$ cat src/rtl/hazard_ctrl.sv
// Hazard controller for the five-stage RV32I core: shadow destination pipeline,
// operand forwarding, load-use stalls, branch flushes and jump sequencing.
module hazard_ctrl #(
    parameter int CNT_W         = 32,
    parameter int JALR_WAIT_MAX = 3
) (
    input  logic             clk,
    input  logic             rst,
    input  logic [31:0]      id_instr,
    input  logic             id_valid,
    input  logic             br_taken,
    output logic [1:0]       fwd_rs1_sel,
    output logic [1:0]       fwd_rs2_sel,
    output logic             stall_pc,
    output logic             stall_ifid,
    output logic             flush_ifid,
    output logic             flush_idex,
    output logic             stall_j,
    output logic [CNT_W-1:0] stall_cnt
);

    localparam logic [6:0] OP_R    = 7'b0110011;
    localparam logic [6:0] OP_I    = 7'b0010011;
    localparam logic [6:0] OP_JALR = 7'b1100111;
    localparam logic [6:0] OP_LW   = 7'b0000011;
    localparam logic [6:0] OP_S    = 7'b0100011;
    localparam logic [6:0] OP_B    = 7'b1100011;
    localparam logic [6:0] OP_JAL  = 7'b1101111;
    localparam logic [6:0] OP_LUI  = 7'b0110111;

    localparam logic [1:0] S_IDLE  = 2'd0;
    localparam logic [1:0] S_JWAIT = 2'd1;
    localparam logic [1:0] S_JFIRE = 2'd2;

    localparam int WAIT_W = (JALR_WAIT_MAX < 2) ? 1 : $clog2(JALR_WAIT_MAX + 1);
    localparam logic [WAIT_W-1:0] WAIT_LAST = WAIT_W'(JALR_WAIT_MAX - 1);

    logic [6:0] opcode;
    logic [4:0] id_rd, id_rs1, id_rs2;
    logic       use_rs1, use_rs2, writes_rd;
    logic       id_we, id_ld, is_jump, is_jalr;

    logic [4:0] ex_rd, mem_rd, wb_rd;
    logic       ex_we, mem_we, wb_we, ex_ld;

    logic [2:0] rs1_res, rs2_res;
    logic       haz_rs1, load_use;

    logic [1:0]        state, next_state;
    logic [WAIT_W-1:0] wait_cnt, wait_next;

    assign opcode = id_instr[6:0];
    assign id_rd  = id_instr[11:7];
    assign id_rs1 = id_instr[19:15];
    assign id_rs2 = id_instr[24:20];

    always_comb begin
        use_rs1   = 1'b0;
        use_rs2   = 1'b0;
        writes_rd = 1'b0;
        if (id_valid) begin
            case (opcode)
                OP_R: begin
                    use_rs1   = 1'b1;
                    use_rs2   = 1'b1;
                    writes_rd = 1'b1;
                end
                OP_I, OP_JALR, OP_LW: begin
                    use_rs1   = 1'b1;
                    writes_rd = 1'b1;
                end
                OP_S, OP_B: begin
                    use_rs1 = 1'b1;
                    use_rs2 = 1'b1;
                end
                OP_JAL, OP_LUI: writes_rd = 1'b1;
                default: ;
            endcase
        end
    end

    assign id_we   = writes_rd && (id_rd != 5'd0);
    assign id_ld   = id_we && (opcode == OP_LW);
    assign is_jump = id_valid && ((opcode == OP_JAL) || (opcode == OP_JALR));
    assign is_jalr = id_valid && (opcode == OP_JALR);

    // Returns {load_use_hazard, select}; the youngest matching producer wins.
    function automatic logic [2:0] resolve(
        input logic       used,
        input logic [4:0] rs,
        input logic [4:0] e_rd, input logic e_we, input logic e_ld,
        input logic [4:0] m_rd, input logic m_we,
        input logic [4:0] w_rd, input logic w_we
    );
        resolve = 3'b000;
        if (used && (rs != 5'd0)) begin
            if (e_we && (e_rd == rs))      resolve = e_ld ? 3'b100 : 3'b001;
            else if (m_we && (m_rd == rs)) resolve = 3'b010;
            else if (w_we && (w_rd == rs)) resolve = 3'b011;
        end
    endfunction

    assign rs1_res  = resolve(use_rs1, id_rs1, ex_rd, ex_we, ex_ld, mem_rd, mem_we, wb_rd, wb_we);
    assign rs2_res  = resolve(use_rs2, id_rs2, ex_rd, ex_we, ex_ld, mem_rd, mem_we, wb_rd, wb_we);
    assign haz_rs1  = rs1_res[2];
    assign load_use = rs1_res[2] | rs2_res[2];

    // A taken branch wins over every stall; the jump FSM absorbs any coincident load-use stall.
    always_comb begin
        next_state  = state;
        wait_next   = wait_cnt;
        fwd_rs1_sel = 2'd0;
        fwd_rs2_sel = 2'd0;
        stall_pc    = 1'b0;
        stall_ifid  = 1'b0;
        flush_ifid  = 1'b0;
        flush_idex  = 1'b0;
        stall_j     = 1'b0;
        if (rst) begin
            next_state = S_IDLE;
            wait_next  = '0;
        end else begin
            fwd_rs1_sel = rs1_res[1:0];
            fwd_rs2_sel = rs2_res[1:0];
            if (br_taken) begin
                flush_ifid = 1'b1;
                flush_idex = 1'b1;
                next_state = S_IDLE;
                wait_next  = '0;
            end else begin
                case (state)
                    S_IDLE: begin
                        if (is_jump) begin
                            stall_pc   = 1'b1;
                            stall_ifid = 1'b1;
                            flush_idex = 1'b1;
                            next_state = (is_jalr && haz_rs1) ? S_JWAIT : S_JFIRE;
                        end else if (load_use) begin
                            stall_pc   = 1'b1;
                            stall_ifid = 1'b1;
                            flush_idex = 1'b1;
                        end
                    end
                    S_JWAIT: begin
                        stall_pc   = 1'b1;
                        stall_ifid = 1'b1;
                        flush_idex = 1'b1;
                        if (!haz_rs1 || (wait_cnt == WAIT_LAST)) begin
                            next_state = S_JFIRE;
                            wait_next  = '0;
                        end else begin
                            wait_next = wait_cnt + 1'b1;
                        end
                    end
                    S_JFIRE: begin
                        stall_j    = 1'b1;
                        flush_ifid = 1'b1;
                        next_state = S_IDLE;
                    end
                    default: next_state = S_IDLE;
                endcase
            end
        end
    end

    always_ff @(posedge clk) begin
        if (rst) begin
            state    <= S_IDLE;
            wait_cnt <= '0;
        end else begin
            state    <= next_state;
            wait_cnt <= wait_next;
        end
    end

    // A bubble entering EX keeps its rd but can neither write nor be a load.
    always_ff @(posedge clk) begin
        if (rst) begin
            ex_rd  <= '0;
            ex_we  <= 1'b0;
            ex_ld  <= 1'b0;
            mem_rd <= '0;
            mem_we <= 1'b0;
            wb_rd  <= '0;
            wb_we  <= 1'b0;
        end else begin
            wb_rd  <= mem_rd;
            wb_we  <= mem_we;
            mem_rd <= ex_rd;
            mem_we <= ex_we;
            ex_rd  <= id_rd;
            ex_we  <= id_we && !flush_idex;
            ex_ld  <= id_ld && !flush_idex;
        end
    end

    always_ff @(posedge clk) begin
        if (rst) begin
            stall_cnt <= '0;
        end else if (stall_pc && (stall_cnt != {CNT_W{1'b1}})) begin
            stall_cnt <= stall_cnt + 1'b1;
        end
    end

endmodule

$ cat config.mk
export PLATFORM = sky130hd
export DESIGN_NAME = hazard_ctrl
export DESIGN_NICKNAME = d
export VERILOG_FILES = /design/src/rtl/hazard_ctrl.sv
export SDC_FILE = /design/constraint.sdc
export NUM_CORES = 1
export LEC_CHECK = 0
export CORE_UTILIZATION = 35
export DETAILED_ROUTE_END_ITERATION = 8
export PLACE_DENSITY = 0.62
export SLEW_MARGIN = 20
export SYNTH_ARGS = -nofsm -noshare
export SYNTH_HDL_FRONTEND = slang
export SYNTH_SLANG_ARGS = --single-unit
$ cat constraint.sdc
create_clock -name clk -period 3.35 [get_ports clk]
set_clock_uncertainty 0.15 [all_clocks]
set_input_delay 0.335 -clock clk [delete_from_list [all_inputs] [get_ports clk]]
set_output_delay 0.335 -clock clk [all_outputs]
set_load 0.005 [all_outputs]
==> flow_summary.toml, run 1 <==
[yosys]
netlist_top_cells_area = "dfxtp_1 36%, xor2_1 6.4%, a21oi_1 4.8%, nor2b_1 4.6%, or4_1 3.7%"
synth_edf_count = 0
synthAdderAreaFrac = 0.00828
synth-seq-area-share = 0.364
yosysWarningCount = 0
synth_nets = 402
synth_top_family_by_area = "simple AND/OR/NAND/NOR gates"
synth_flop_cell = "dfxtp_1"
async_reset_ff_frac = 0
yosysMostFrequentCell = "dfxtp_1"
synth.avg_cell_area_sq_um = 8.30
syn_inst = 364
synth_compound_area_frac = 0.170
synth.distinct_cells = 49
synthSimpleGateAreaFrac = 0.319
synth.largest_area_cell = "dfxtp_1"
netlist_area_sq_mm = 0.00302
synthMuxAreaShare = 0.0149
synth-seq-cells = 55
yosysTopAreaCellShare = 0.364
synth.top_cells.by_count = "55 x dfxtp_1, 29 x a21oi_1, 27 x nor2_1, 22 x nor2b_1, 22 x xor2_1"
synthXorXnorAreaFrac = 0.0870

[clocking]
clk_pin_slew_ps = 90
cts_tree = "yes"
clockBufferDepth = 2
cts_buffers = 5
root_buffer = "clkbuf_8"
insertion_delay_ps = 310
numClockSinks = 55
htree_levels = 2
cts_hold_buf = 0

[finish]
finalCoreUtilization = 0.482
n_antenna_cell = 0
syn_to_final_growth_pct = 32.3
drive_above_1_share = 0.0915
fin_nets = 474

[critical_path]
path_class = "in -> out"
cpPeakStageDelay_ps = 600
critPathMaxFanout = 3
r2r_end = "stall_cnt[20]"
endpoint_kind = "output port"
r2r-start = "ex_rd[0]"
crit_chain = "clkdlybuf4s50_1 -> or4_1 -> o22ai_2 -> nor4b_2 -> a41o_1 -> a21oi_1 -> nor2_1 -> o21a_1 -> clkdlybuf4s50_1"
start_kind = "input port"
r2r_setup_slack_ps = 660
cpMostUsedCell = "clkdlybuf4s50_1"
cpMaxStageDelayCell = "or4_1"
crit_arrival_ps = 2720
critical_path_required_ps = 2860
ff2ff_path_depth = 8

[route]
ant_nets = 0
drc = 0
drt-total-wl_microns = 8080
firstDrtPassIters = 4
vias = 2946
viasPerCell = 5.44
avgRoutedWirePerCell_microns = 14.9
initialDrtViolationCount = 158

[timing]
rsz0062_at_grt = "no"
max_slew.worst_pin.slew_ps = 550
maxSlewViolCount = 0
finalSetupTns_ps = 0
holdWs_ps = 280
finalCritPeriodShare = 0.958
min_period_ps = 3210
slew_headroom = 0.633
setup_slack_ps = 141
fmax_mhz = 312
finalSetupViolCount = 0
hold_viol = 0

[floorplanning]
start_util = 0.364
die_h_microns = 94.9
die_w_microns = 94.9
core-area_sq_mm = 0.00830
die_area_sq_mm = 0.00901
io_pins = 77
num_rows = 33

[grt]
grt_pass1_wl_microns = 12800
grt_use_total = 0.182
grt_pass1_vias = 2726
grt_max_degree = 51
antenna_found_initial = 0
overflow = 0

[power]
total_leakage_power_nw = 1.34
p_per_area_mw_per_mm2 = 309
vdd_drop_max_v = 0.000162

[place]
port-buffer-count = 66
gp_congestion = 0.829
place_ws_ps = 87.3
dp_hpwl_microns = 5760

[worst_hold_path]
hold_start = "rst"
hold_end = "state[0]"
min_path_type = "in -> reg"
min_path_cells = 3

[job]
drv_cap = 0

[outcome]
status = "finished clean"
logic make-up after synthesis:
group | after synthesis
simple gates | 169
compound gates | 79
flops | 55
xor+xnor | 30
buf+inv | 25
mux | 4
fa+ha+maj | 2
worst max path at each step:
stage	start	to	cells past startpoint
5_1_grt	id_instr[16]	flush_idex	9
3_5_place_dp	id_instr[16]	flush_idex	9
2_1_floorplan	id_instr[16]	stall_pc	8
4_1_cts	id_instr[16]	flush_idex	9
6_report	id_instr[16]	flush_idex	9
3_3_place_gp	id_instr[16]	flush_idex	9
stage by stage:
step / cells / cell area, sq um / total power [W]
2_1_floorplan: 364 / 3020 / 0.000734
3_3_place_gp: 534 / 3880 / 0.000798
3_5_place_dp: 534 / 3880 / 0.000799
4_1_cts: 542 / 3990 / 0.00125
5_1_grt: 542 / 4000 / 0.00128
6_report: 542 / 4000 / 0.00124
area by class of cell:
cell class	instances	area (sq um)
Sequential cell	55	1100
Tap cell	105	131
Inverter	7	26.3
Multi-Input combinational cell	284	1830
Clock buffer	5	68.8
Fill cell	777	4300
Clock inverter	3	43.8
Timing Repair Buffer	83	796
worst max-delay path: cells and delay by family:
family,cells,cell delay [ps]
buffers and inverters,2,860
AND/OR/NAND/NOR,3,780
AO/OA/AOI/OAI,4,750
layer usage:
metal  share of wire  up-vias  track usage
li1                -     1494            -
met1            0.47     1381        0.235
met2            0.46       62        0.292
met3           0.059        9       0.0435
met4           0.015        0       0.0669
met5               0        -            0
layout by cell type (no fill, tap or decap), types with 9 or more instances in the layout:
master	Yosys	final
nand4_1	9	9
nor2b_1	22	22
nor3_1	11	10
buf_4	1	16
clkdlybuf4s50_1	0	65
nor2_1	27	27
dfxtp_1	55	55
or3_1	11	11
o21ai_0	13	13
nand3_1	20	20
or4_1	15	15
nand2_1	18	18
o31ai_1	13	13
xor2_1	22	22
a21oi_1	29	29
registers in the layout, indices dropped and copies added, names as in the netlist:
signal	count
stall_cnt	32
ex_rd	5
mem_rd	5
wb_rd	5
state	2
wait_cnt	2
ex_ld	1
ex_we	1
mem_we	1
wb_we	1
repair_timing:
item                       in CTS  in global routing
gates resized for setup         0                  1
setup endpoints to repair       0                  1
setup buffers                   0                  0
report_power, final:
group          internal, W  switching, W
combinational    0.0000615     0.0000552
clock             0.000223      0.000227
sequential        0.000661    0.00000830
total             0.000946      0.000291
Note: power is estimated with default switching activity, not from simulation.
==> inputs of run 2 (changes only) <==
--- a/config.mk
+++ b/config.mk
@@ -5,9 +5,11 @@
 export SDC_FILE = /design/constraint.sdc
 export NUM_CORES = 1
 export LEC_CHECK = 0
+export CELL_PAD_IN_SITES_DETAIL_PLACEMENT = 0
+export CELL_PAD_IN_SITES_GLOBAL_PLACEMENT = 1
 export CORE_UTILIZATION = 35
 export DETAILED_ROUTE_END_ITERATION = 8
-export PLACE_DENSITY = 0.62
+export PLACE_DENSITY = 0.8
 export SLEW_MARGIN = 20
 export SYNTH_ARGS = -nofsm -noshare
 export SYNTH_HDL_FRONTEND = slang
==> run 2 against run 1 <==
Compared with the run above: setup slack better by 0.99 ps; critical path depth unchanged; cell count fell by 0.18%; clock-buffer cell count rose by 1; register-to-register slack about the same; non-clock buffer count fell by 1; combinational power hardly changed; sequential power about the same; worst hold slack improved by 7.9 ps; first-iteration DRC count shrank 36%; largest power group unchanged.
==> flow_summary.toml, run 2 (synthesis results as in run 1) <==
[route]
firstDrtPassIters = 4
viasPerCell = 5.52
vias = 2989
ant_nets = 0
avgRoutedWirePerCell_microns = 15.0
initialDrtViolationCount = 101
drt-total-wl_microns = 8090
drc = 0

[clocking]
numClockSinks = 55
root_buffer = "clkbuf_8"
clockBufferDepth = 2
cts_tree = "yes"
htree_levels = 2
cts_hold_buf = 0
clk_pin_slew_ps = 100
insertion_delay_ps = 320
cts_buffers = 5

[critical_path]
r2r-start = "ex_rd[0]"
ff2ff_path_depth = 8
endpoint = "flush_idex"
critical_path_required_ps = 2860
start_kind = "input port"
crit_arrival_ps = 2720
path_class = "in -> out"
critPathMaxFanout = 3
endpoint_kind = "output port"
r2r_end = "stall_cnt[28]"
r2r_setup_slack_ps = 660
critPathLaunch = "id_instr[16]"

[floorplanning]
num_rows = 33
die_h_microns = 94.9
core-area_sq_mm = 0.00830
die_area_sq_mm = 0.00901
io_pins = 77
start_util = 0.364
die_w_microns = 94.9

[grt]
antenna_found_initial = 0
grt_pass1_vias = 2878
grt_max_degree = 51
overflow = 0
grt_use_total = 0.188
grt_pass1_wl_microns = 13200

[timing]
finalSetupTns_ps = 0
finalSetupViolCount = 0
min_period_ps = 3210
max_slew.worst_pin.slew_ps = 554
finalCritPeriodShare = 0.958
fmax_mhz = 312
rsz0062_at_grt = "no"
maxSlewViolCount = 0
hold_viol = 0
slew_headroom = 0.631

[finish]
drive_above_1_share = 0.0872
seq_area_sq_mm = 0.00110
largest_reg_flops = 32
stdcell_count = 541
fillerInstances = 801
mostFrequentLayoutCell = "clkdlybuf4s50_1"
n_antenna_cell = 0
top_register = "stall_cnt"
syn_to_final_growth_pct = 31.1
fin_nets = 473
multiInputGateArea_sq_mm = 0.00183
final_cell_mix = "65 x clkdlybuf4s50_1, 55 x dfxtp_1, 29 x a21oi_1"

[job]
drv_cap = 0

[power]
total_leakage_power_nw = 1.32
vdd_drop_max_v = 0.000133
p_per_area_mw_per_mm2 = 291

[outcome]
status = "finished clean"

[place]
port-buffer-count = 66
gp_congestion = 0.913
dp_cells = 533
dp_hpwl_microns = 5760

[worst_hold_path]
min_path_type = "in -> reg"
## run 2: changes by cell type in the layout (fill, tap and decap cells not counted), sizes merged
cell / previous run / this run
buf: 18 / 17
bufinv: 1 / 0
clkbuf: 5 / 6
clkinv: 3 / 2
clkinvlp: 0 / 1
## run 2: worst min path at each step
stage / startpoint / end / slack [ps] / cells after the start
CTS: rst / state[0] / 270 / 3
detailed placement: stall_cnt[21] / stall_cnt[21] / 330 / 2
floorplan: id_instr[5] / ex_ld / 260 / 1
global placement: wait_cnt[1] / wait_cnt[1] / 320 / 2
finish: rst / state[0] / 290 / 3
global route: rst / wait_cnt[1] / 310 / 3
## run 2: cell type report
class,instances,share of cell area
Clock buffer,6,0.0183
Clock inverter,2,0.00316
Timing Repair Buffer,82,0.199
Tap cell,105,0.0332
Sequential cell,55,0.278
Inverter,7,0.00663
Multi-Input combinational cell,284,0.462
## run 2: through the flow
stage | power, W | setup WS [ps] | hold WS (ps) | cell area, sq um | util
3_3_place_gp | 0.000797 | 128 | 321 | 3870 | 0.466
6_report | 0.00115 | 142 | 287 | 3960 | 0.477
3_5_place_dp | 0.000798 | 95.5 | 332 | 3870 | 0.466
5_1_grt | 0.00120 | 48.5 | 314 | 3960 | 0.477
4_1_cts | 0.00117 | 80.1 | 270 | 3960 | 0.477
2_1_floorplan | 0.000734 | 849 | 262 | 3020 | -
## run 2: critical path, stage by stage
cell,delay (ps)
clkdlybuf4s50_1,440
or4_1,580
o22ai_2,220
nor4b_2,90
a41o_1,200
a21oi_1,140
nor2_1,80
o21a_1,180
clkdlybuf4s50_1,440
## run 2: layer usage
metal / vias up / GRT usage / share of wire
met5: - / 0 / 0
met4: 0 / 0.0682 / 0.018
met3: 16 / 0.0362 / 0.055
met2: 80 / 0.314 / 0.46
met1: 1404 / 0.238 / 0.47
li1: 1489 / - / -
## run 2: report_power, final
group	leakage (nW)	switching, W	internal, W
Clock	0.0412	0.000221	0.000147
Combinational	0.833	0.0000552	0.0000608
Sequential	0.445	0.00000838	0.000661
## run 2: repair_timing
item / 4_1_cts / 5_1_grt
resized for setup: 0 / 1
setup buffers: 0 / 0
setup endpoints to repair: 0 / 1
